File: src/rtl/ram_reader_module_pkg.sv
// rtl/ram_reader_module_pkg.sv - shared state encoding and default widths for the RAM reader
package ram_reader_module_pkg;

   localparam int DEF_ADDR_W = 4;
   localparam int DEF_DATA_W = 8;

   typedef enum logic [1:0] {
      ST_IDLE  = 2'd0,
      ST_READ  = 2'd1,
      ST_DRAIN = 2'd2,
      ST_DONE  = 2'd3
   } state_t;

endpackage

File: src/rtl/ram_reader_module_latency_pipe.sv
// rtl/ram_reader_module_latency_pipe.sv - RD_LATENCY-deep shift register carrying read-valid tokens
module latency_pipe_module #(
   parameter int RD_LATENCY = 1
) (
   input  logic clk,
   input  logic rst,
   input  logic valid_in,
   output logic valid_tap,
   output logic pipe_busy
);

   logic [RD_LATENCY-1:0] pipe_q;
   logic [RD_LATENCY-1:0] pipe_d;

   // shift the token one stage per cycle; stage 0 takes the current read enable
   always_comb begin
      pipe_d    = '0;
      pipe_d[0] = valid_in;
      for (int i = 1; i < RD_LATENCY; i++) begin
         pipe_d[i] = pipe_q[i-1];
      end
   end

   // token register, cleared immediately on reset so no stale read is reported
   always_ff @(posedge clk or posedge rst) begin
      if (rst) begin
         pipe_q <= '0;
      end else begin
         pipe_q <= pipe_d;
      end
   end

   // the last stage lines up with the RAM returning data for that token
   assign valid_tap = pipe_q[RD_LATENCY-1];
   assign pipe_busy = |pipe_q;

endmodule

File: src/rtl/ram_reader_module.sv
// rtl/ram_reader_module.sv - start-triggered sequential RAM reader with latency compensation and checksum
module ram_reader_module
   import ram_reader_module_pkg::*;
#(
   parameter int ADDR_W     = DEF_ADDR_W,
   parameter int DATA_W     = DEF_DATA_W,
   parameter int DEPTH      = 16,
   parameter int RD_LATENCY = 1
) (
   input  logic              clk,
   input  logic              rst,
   input  logic              start_sig,
   output logic              done_sig,
   output logic              rd_en,
   output logic [ADDR_W-1:0] rd_addr,
   input  logic [DATA_W-1:0] rd_data,
   output logic [DATA_W-1:0] data_out,
   output logic              data_valid,
   output logic [DATA_W-1:0] checksum,
   output logic              busy
);

   localparam logic [ADDR_W-1:0] LAST_ADDR = ADDR_W'(DEPTH - 1);

   state_t            state_q, state_d;
   logic [ADDR_W-1:0] addr_q, addr_d;
   logic [DATA_W-1:0] data_q, data_d;
   logic [DATA_W-1:0] sum_q, sum_d;
   logic              valid_q, valid_d;
   logic              tap;
   logic              pipe_busy;

   latency_pipe_module #(
      .RD_LATENCY (RD_LATENCY)
   ) u_latency_pipe (
      .clk       (clk),
      .rst       (rst),
      .valid_in  (rd_en),
      .valid_tap (tap),
      .pipe_busy (pipe_busy)
   );

   // sequencer: issue DEPTH addresses, then wait for every token and the output strobe to drain
   always_comb begin
      state_d = state_q;
      addr_d  = addr_q;
      case (state_q)
         ST_IDLE: begin
            if (start_sig) begin
               state_d = ST_READ;
               addr_d  = '0;
            end
         end
         ST_READ: begin
            if (addr_q == LAST_ADDR) begin
               state_d = ST_DRAIN;
            end else begin
               addr_d = addr_q + ADDR_W'(1);
            end
         end
         ST_DRAIN: begin
            if (!pipe_busy && !valid_q) begin
               state_d = ST_DONE;
            end
         end
         ST_DONE: begin
            state_d = ST_IDLE;
         end
         default: begin
            state_d = ST_IDLE;
         end
      endcase
   end

   // capture returned words when a token reaches the tap; checksum restarts with each run
   always_comb begin
      data_d  = data_q;
      valid_d = tap;
      sum_d   = sum_q;
      if (state_q == ST_IDLE && start_sig) begin
         sum_d = '0;
      end
      if (tap) begin
         data_d = rd_data;
         sum_d  = sum_q + rd_data;
      end
   end

   // state and datapath registers, all cleared asynchronously
   always_ff @(posedge clk or posedge rst) begin
      if (rst) begin
         state_q <= ST_IDLE;
         addr_q  <= '0;
         data_q  <= '0;
         sum_q   <= '0;
         valid_q <= 1'b0;
      end else begin
         state_q <= state_d;
         addr_q  <= addr_d;
         data_q  <= data_d;
         sum_q   <= sum_d;
         valid_q <= valid_d;
      end
   end

   assign rd_en      = (state_q == ST_READ);
   assign rd_addr    = addr_q;
   assign done_sig   = (state_q == ST_DONE);
   assign busy       = (state_q != ST_IDLE);
   assign data_out   = data_q;
   assign data_valid = valid_q;
   assign checksum   = sum_q;

endmodule

File: config.mk
export PLATFORM = sky130hd
export DESIGN_NAME = ram_reader_module
export DESIGN_NICKNAME = d
export VERILOG_FILES = /design/src/rtl/ram_reader_module_pkg.sv /design/src/rtl/ram_reader_module_latency_pipe.sv /design/src/rtl/ram_reader_module.sv
export SDC_FILE = /design/constraint.sdc
export NUM_CORES = 1
export LEC_CHECK = 0
export ABC_CLOCK_PERIOD_IN_PS = 4450
export CAP_MARGIN = 20
export CORE_MARGIN = 2
export CORE_UTILIZATION = 40
export DETAILED_ROUTE_END_ITERATION = 16
export GPL_TIMING_DRIVEN = 0
export MAX_ROUTING_LAYER = met4
export PLACE_DENSITY_LB_ADDON = 0.08
export REMOVE_ABC_BUFFERS = 1
export SLEW_MARGIN = 5
export SYNTH_ARGS = -nofsm -noshare
export SYNTH_HDL_FRONTEND = slang
export SYNTH_SLANG_ARGS = --single-unit
File: constraint.sdc
create_clock -name clk -period 4.45 [get_ports clk]
set_input_delay 0.89 -clock clk [delete_from_list [all_inputs] [get_ports clk]]
set_output_delay 0.89 -clock clk [all_outputs]
set_load 0.1 [all_outputs]
==> results.sh, run 1 <==
export IMPL_syn_area_um2=1400
export IMPL_root_buffer="clkbuf_4"
export IMPL_clk_pin_slew_ps=130
export IMPL_grt_first_pass_wirelength_mm=5.08
export IMPL_drive_gt1_share_pct=13.2
export IMPL_placeableCoreArea_um2=3340
export IMPL_grt_max_degree=25
export IMPL_critPathBufInv=2
export IMPL_grt_ovfl_total=0
export IMPL_start_util_pct=41.8
export IMPL_place_area_um2=1780
export IMPL_outcome="finished, final reports clean"
export IMPL_dpl_hpwl_mm=2.13
export IMPL_wl_per_cell_um=13.6
export IMPL_dieHeight_um=63.1
export IMPL_setup_viol=0
export IMPL_drtAntennaViolNets=0
export IMPL_cpPeakStageDelay_ps=1200
export IMPL_final_design_area_no_fill_um2=1860
export IMPL_numCtsBuffers=3
export IMPL_syn_avg_cell_area_um2=10.7
export IMPL_tightestPinTransition_ps=995
export IMPL_fin_skew_ps=5.69
export IMPL_die_w_um=63.1
export IMPL_hold_violations=0
export IMPL_design_die_area_um2=3980
export IMPL_fmax_mhz=306
export IMPL_min_period_ps=3270
export IMPL_dp_cells=208
export IMPL_cp_required_ps=3560
export IMPL_finalNonFillerCells=213
export IMPL_fillers=321
export IMPL_cp_top_family="buffers and inverters"
export IMPL_finalMaxSlewViolations=0
export IMPL_n_antenna_cell=0
export IMPL_rsz0062_at_grt="no"
export IMPL_post_cts_resized=0
export IMPL_syn_to_final_growth_pct=33.0
export IMPL_grt_pass1_vias=1142
export IMPL_clk_latency_ps=320
export IMPL_wirelength_mm=2.90
export IMPL_slew_headroom_pct=33.5
export IMPL_cts_sinks=24
export IMPL_cp_start_kind="flop"
export IMPL_post_cts_setup_buffers=0
export IMPL_worst_path_max_fanout=10
export IMPL_place_congestion=0.798
export IMPL_drt_pass1_iter_count=4
export IMPL_cp_arrival_ps=2380
export IMPL_finalSetupTns_ps=0
export IMPL_ys_ff_latch=24
export IMPL_worstPathCellList="inv_1, ha_1, clkdlybuf4s50_1"
export IMPL_io_buffer_count=34
export IMPL_synthCells=131
export IMPL_nNetsFinal=192
export IMPL_route_detailed_drc=0
export IMPL_antenna_found_initial=0
export IMPL_cts_tree="built"
export IMPL_post_route_util_pct=55.6
export IMPL_max_cap_violations=0
export IMPL_cts_hold_buf=0
export IMPL_ys_seq_area_share_pct=43.0
export IMPL_viasPerCell=5.28
export IMPL_drt_iter0_drc=58
export IMPL_num_vias=1124
export IMPL_criticalPathCategory="flop to primary output"
export IMPL_critPathSlowestCell="clkdlybuf4s50_1"
export IMPL_hold_path_class="flop to flop"
export IMPL_boundaryPins=35
export IMPL_rows=21
export IMPL_ys_warn_count=0
export IMPL_ys_types=38
export IMPL_end_kind="primary output"
export IMPL_cts_max_level=1
export IMPL_cts_buffer_depth=2
export IMPL_grt_usage_pct=16.0
export IMPL_period_share_pct=73.4
[cell families after synthesis]
kind of cell / count (synthesis) / share of synthesized area, %
compound gates: 37 / 18.5
fa+ha+maj: 13 / 12.2
mux: 10 / 8.24
simple gates: 31 / 11.6
xor+xnor: 5 / 3.14
buf+inv: 11 / 3.41
flops: 24 / 43.0
[state kept, by name, summed over array words and instances (netlist names)]
register	cells
checksum	8
data_out	8
rd_addr	4
state_q	2
data_valid	1
u_latency_pipe.pipe_busy	1
[placed cells by master (no fill, tap or decap), types with 2 or more instances in the layout]
| master | instances |
|---|---|
| a211oi_1 | 2 |
| a21o_1 | 2 |
| a21oi_1 | 4 |
| a22o_1 | 2 |
| a22o_2 | 2 |
| clkbuf_4 | 3 |
| clkdlybuf4s50_1 | 34 |
| dfrtp_1 | 24 |
| ha_1 | 12 |
| inv_1 | 8 |
| mux2_2 | 8 |
| nand2_1 | 11 |
| nand3_1 | 7 |
| nor2_1 | 4 |
| nor3_1 | 2 |
| nor4_1 | 2 |
| o211ai_1 | 2 |
| o21ai_0 | 12 |
| o21ai_1 | 2 |
| xnor2_1 | 3 |
| xor2_1 | 2 |
[per-stage QoR]
| stage | setup slack (ps) | hold slack (ps) |
|---|---|---|
| floorplan | 2190 | 535 |
| global placement | 1550 | 488 |
| detailed placement | 1520 | 499 |
| CTS | 1150 | 531 |
| global route | 1080 | 548 |
| finish | 1180 | 523 |
[per-layer routing]
metal  share of wire [%]  up-vias  global-route usage, %  wire (um)
met5                   0        -                      -          0
met4                0.45        0                   3.61         13
met3                 3.9        2                   3.75        114
met2                  49       22                   26.2       1410
met1                  47      546                   20.3       1360
li1                    -      554                      -          -
[area by class of cell]
type,count,area (um^2),share of cell area [%]
multi-input combinational,96,748,40.3
sequential,24,601,32.3
clock buffer,3,22.5,1.21
inverter,8,30.0,1.62
timing repair buffer,35,368,19.8
tap,46,57.6,3.10
clock inverter,1,30.0,1.62
[synthesized netlist by cell type (all sizes together)]
cell type / count / area share, %
xor2: 2 / 1.3
a22oi: 1 / 0.54
xnor2: 3 / 1.9
a22o: 4 / 2.7
nand2b: 1 / 0.99
mux2: 9 / 7.5
o31ai: 1 / 0.54
nor4: 2 / 0.90
o21bai: 1 / 0.54
a211oi: 3 / 2.0
buf: 3 / 1.3
dfrtp: 24 / 43
a2bb2oi: 1 / 0.63
a21oi: 5 / 2.1
o21ai: 14 / 5.0
nand3: 8 / 3.2
mux2i: 1 / 0.72
fa: 1 / 1.4
o311ai: 1 / 0.63
nor2: 4 / 1.1
nand4: 1 / 0.45
o2111ai: 1 / 0.63
nand2: 11 / 3.0
o211ai: 2 / 1.1
a221oi: 1 / 1.1
a21o: 2 / 1.1
and3: 2 / 1.3
inv: 8 / 2.2
nor3: 2 / 0.72
ha: 12 / 11
[final timing paths]
check / startpoint / end / slack [ps] / depth (start not counted)
max: state_q[1] / rd_en / 1180 / 3
min: data_out[6] / data_out[6] / 520 / 1
min reg2reg: data_out[6] / data_out[6] / 520 / 1
max reg2reg: checksum[0] / checksum[4] / 2610 / 6
max in group asynchronous: rst / data_out[7] / 3350 / 3
min in group asynchronous: rst / state_q[1] / 740 / 2
Power of run 1 is left out: the tool's default activity adds up to more than one toggle a clock period on the data nets, which glitch-free logic cannot reach.
==> inputs of run 2 (changes only) <==
Settings changed: ABC_CLOCK_PERIOD_IN_PS 4450 to 2700.
Clock period 4.45 ns to 2.7 ns, I/O delays scaled along.
==> run 2 against run 1 <==
Count of clock-buffer cells in the layout did not move. Global-route usage stayed put. Critical path type unchanged. Via count unchanged. Hold slack got worse by 130 ps. Wire length did not move. Largest cell class unchanged. Cell count is the same.
==> results.sh, run 2 (synthesis gave the netlist of run 1 again) <==
export IMPL_outcome="finished, final reports clean"
export IMPL_rows=21
export IMPL_drtAntennaViolNets=0
export IMPL_mostFrequentLayoutCells="32 x clkdlybuf4s50_1, 24 x dfrtp_1, 12 x o21ai_0, 12 x ha_1, 11 x nand2_1"
export IMPL_syn_to_final_growth_pct=33.0
export IMPL_nNetsFinal=192
export IMPL_final_common_cell="clkdlybuf4s50_1"
export IMPL_io_buffer_count=34
export IMPL_cts_buffer_depth=2
export IMPL_die_w_um=63.1
export IMPL_whs_ps=394
export IMPL_cts_hold_buf=0
export IMPL_wl_per_cell_um=13.6
export IMPL_clk_latency_ps=320
export IMPL_route_detailed_drc=0
export IMPL_setup_viol=0
export IMPL_dpl_hpwl_mm=2.13
export IMPL_fin_skew_ps=5.69
export IMPL_cp_required_ps=2160
export IMPL_worstPathCellList="inv_1, ha_1, clkdlybuf4s15_1"
export IMPL_numCtsBuffers=3
export IMPL_viasPerCell=5.28
export IMPL_cts_tree="built"
export IMPL_cp_start_kind="flop"
export IMPL_post_route_util_pct=55.6
export IMPL_cp_arrival_ps=2050
export IMPL_place_congestion=0.798
export IMPL_drt_pass1_iter_count=4
export IMPL_drive_gt1_share_pct=13.2
export IMPL_criticalPathCategory="flop to primary output"
export IMPL_rsz0062_at_grt="no"
export IMPL_grt_max_degree=25
export IMPL_root_buffer="clkbuf_4"
export IMPL_slew_headroom_pct=33.5
export IMPL_n_antenna_cell=0
export IMPL_rrSetupSlack_ps=860
export IMPL_antenna_found_initial=0
export IMPL_fmax_mhz=386
export IMPL_clk_pin_slew_ps=130
export IMPL_max_cap_violations=0
export IMPL_worst_path_max_fanout=10
export IMPL_cpPeakStageDelay_ps=870
export IMPL_end_kind="primary output"
export IMPL_min_period_ps=2590
export IMPL_grt_pass1_vias=1142
export IMPL_wirelength_mm=2.90
export IMPL_place_area_um2=1780
export IMPL_grt_usage_pct=16.0
export IMPL_finalMaxSlewViolations=0
export IMPL_num_vias=1124
export IMPL_finalSetupTns_ps=0
export IMPL_tightestPinTransition_ps=995
export IMPL_dieHeight_um=63.1
export IMPL_start_util_pct=41.8
export IMPL_placeableCoreArea_um2=3340
export IMPL_drt_iter0_drc=58
export IMPL_grt_ovfl_total=0
export IMPL_period_share_pct=96.0
export IMPL_final_design_area_no_fill_um2=1860
export IMPL_critPathSlowestCell="clkdlybuf4s15_1"
export IMPL_hold_path_class="input pin to asynchronous set/reset pin"
export IMPL_cts_sinks=24
export IMPL_grt_first_pass_wirelength_mm=5.08
export IMPL_cts_max_level=1
export IMPL_design_die_area_um2=3980
export IMPL_boundaryPins=35
export IMPL_hold_violations=0
-- run 2: layer usage --
layer	wire, um	GRT usage, %	vias up
met4	13	3.61	0
met5	0	-	-
met3	114	3.75	2
li1	-	-	554
met1	1360	20.3	546
met2	1410	26.2	22
-- run 2: area by class of cell --
cell class	instances	area (um^2)
fill	321	1480
inverter	8	30.0
multi-input combinational	96	748
sequential	24	601
clock inverter	1	30.0
clock buffer	3	22.5
timing repair buffer	35	368
tap	46	57.6
-- run 2: repair_timing --
item	CTS	global route
resized for setup	2	2
setup endpoints to repair	2	2
buffers inserted	0	0
-- run 2: final timing paths --
check	startpoint	end	cells after the start
setup reg to reg	checksum[0]	checksum[4]	6
max in group asynchronous	rst	data_out[7]	3
hold reg to reg	data_out[6]	data_out[6]	1
setup / recovery	state_q[1]	rd_en	3
hold / removal	rst	state_q[1]	2
min in group clk	data_out[6]	data_out[6]	1
-- run 2: through the flow --
step	instances	setup slack (ps)
6_report	213	108
2_1_floorplan	128	488
3_5_place_dp	208	123
5_1_grt	213	6.51
4_1_cts	212	50.6
3_3_place_gp	208	152
-- run 2: worst max-delay path, delay by kind of cell, from the launching register on --
family | cells | cell delay (ps)
buffers and inverters | 2 | 960
flip-flops | 1 | 430
adder cells (fa/ha/maj) | 1 | 340
Power of run 2 is left out for the same reason.
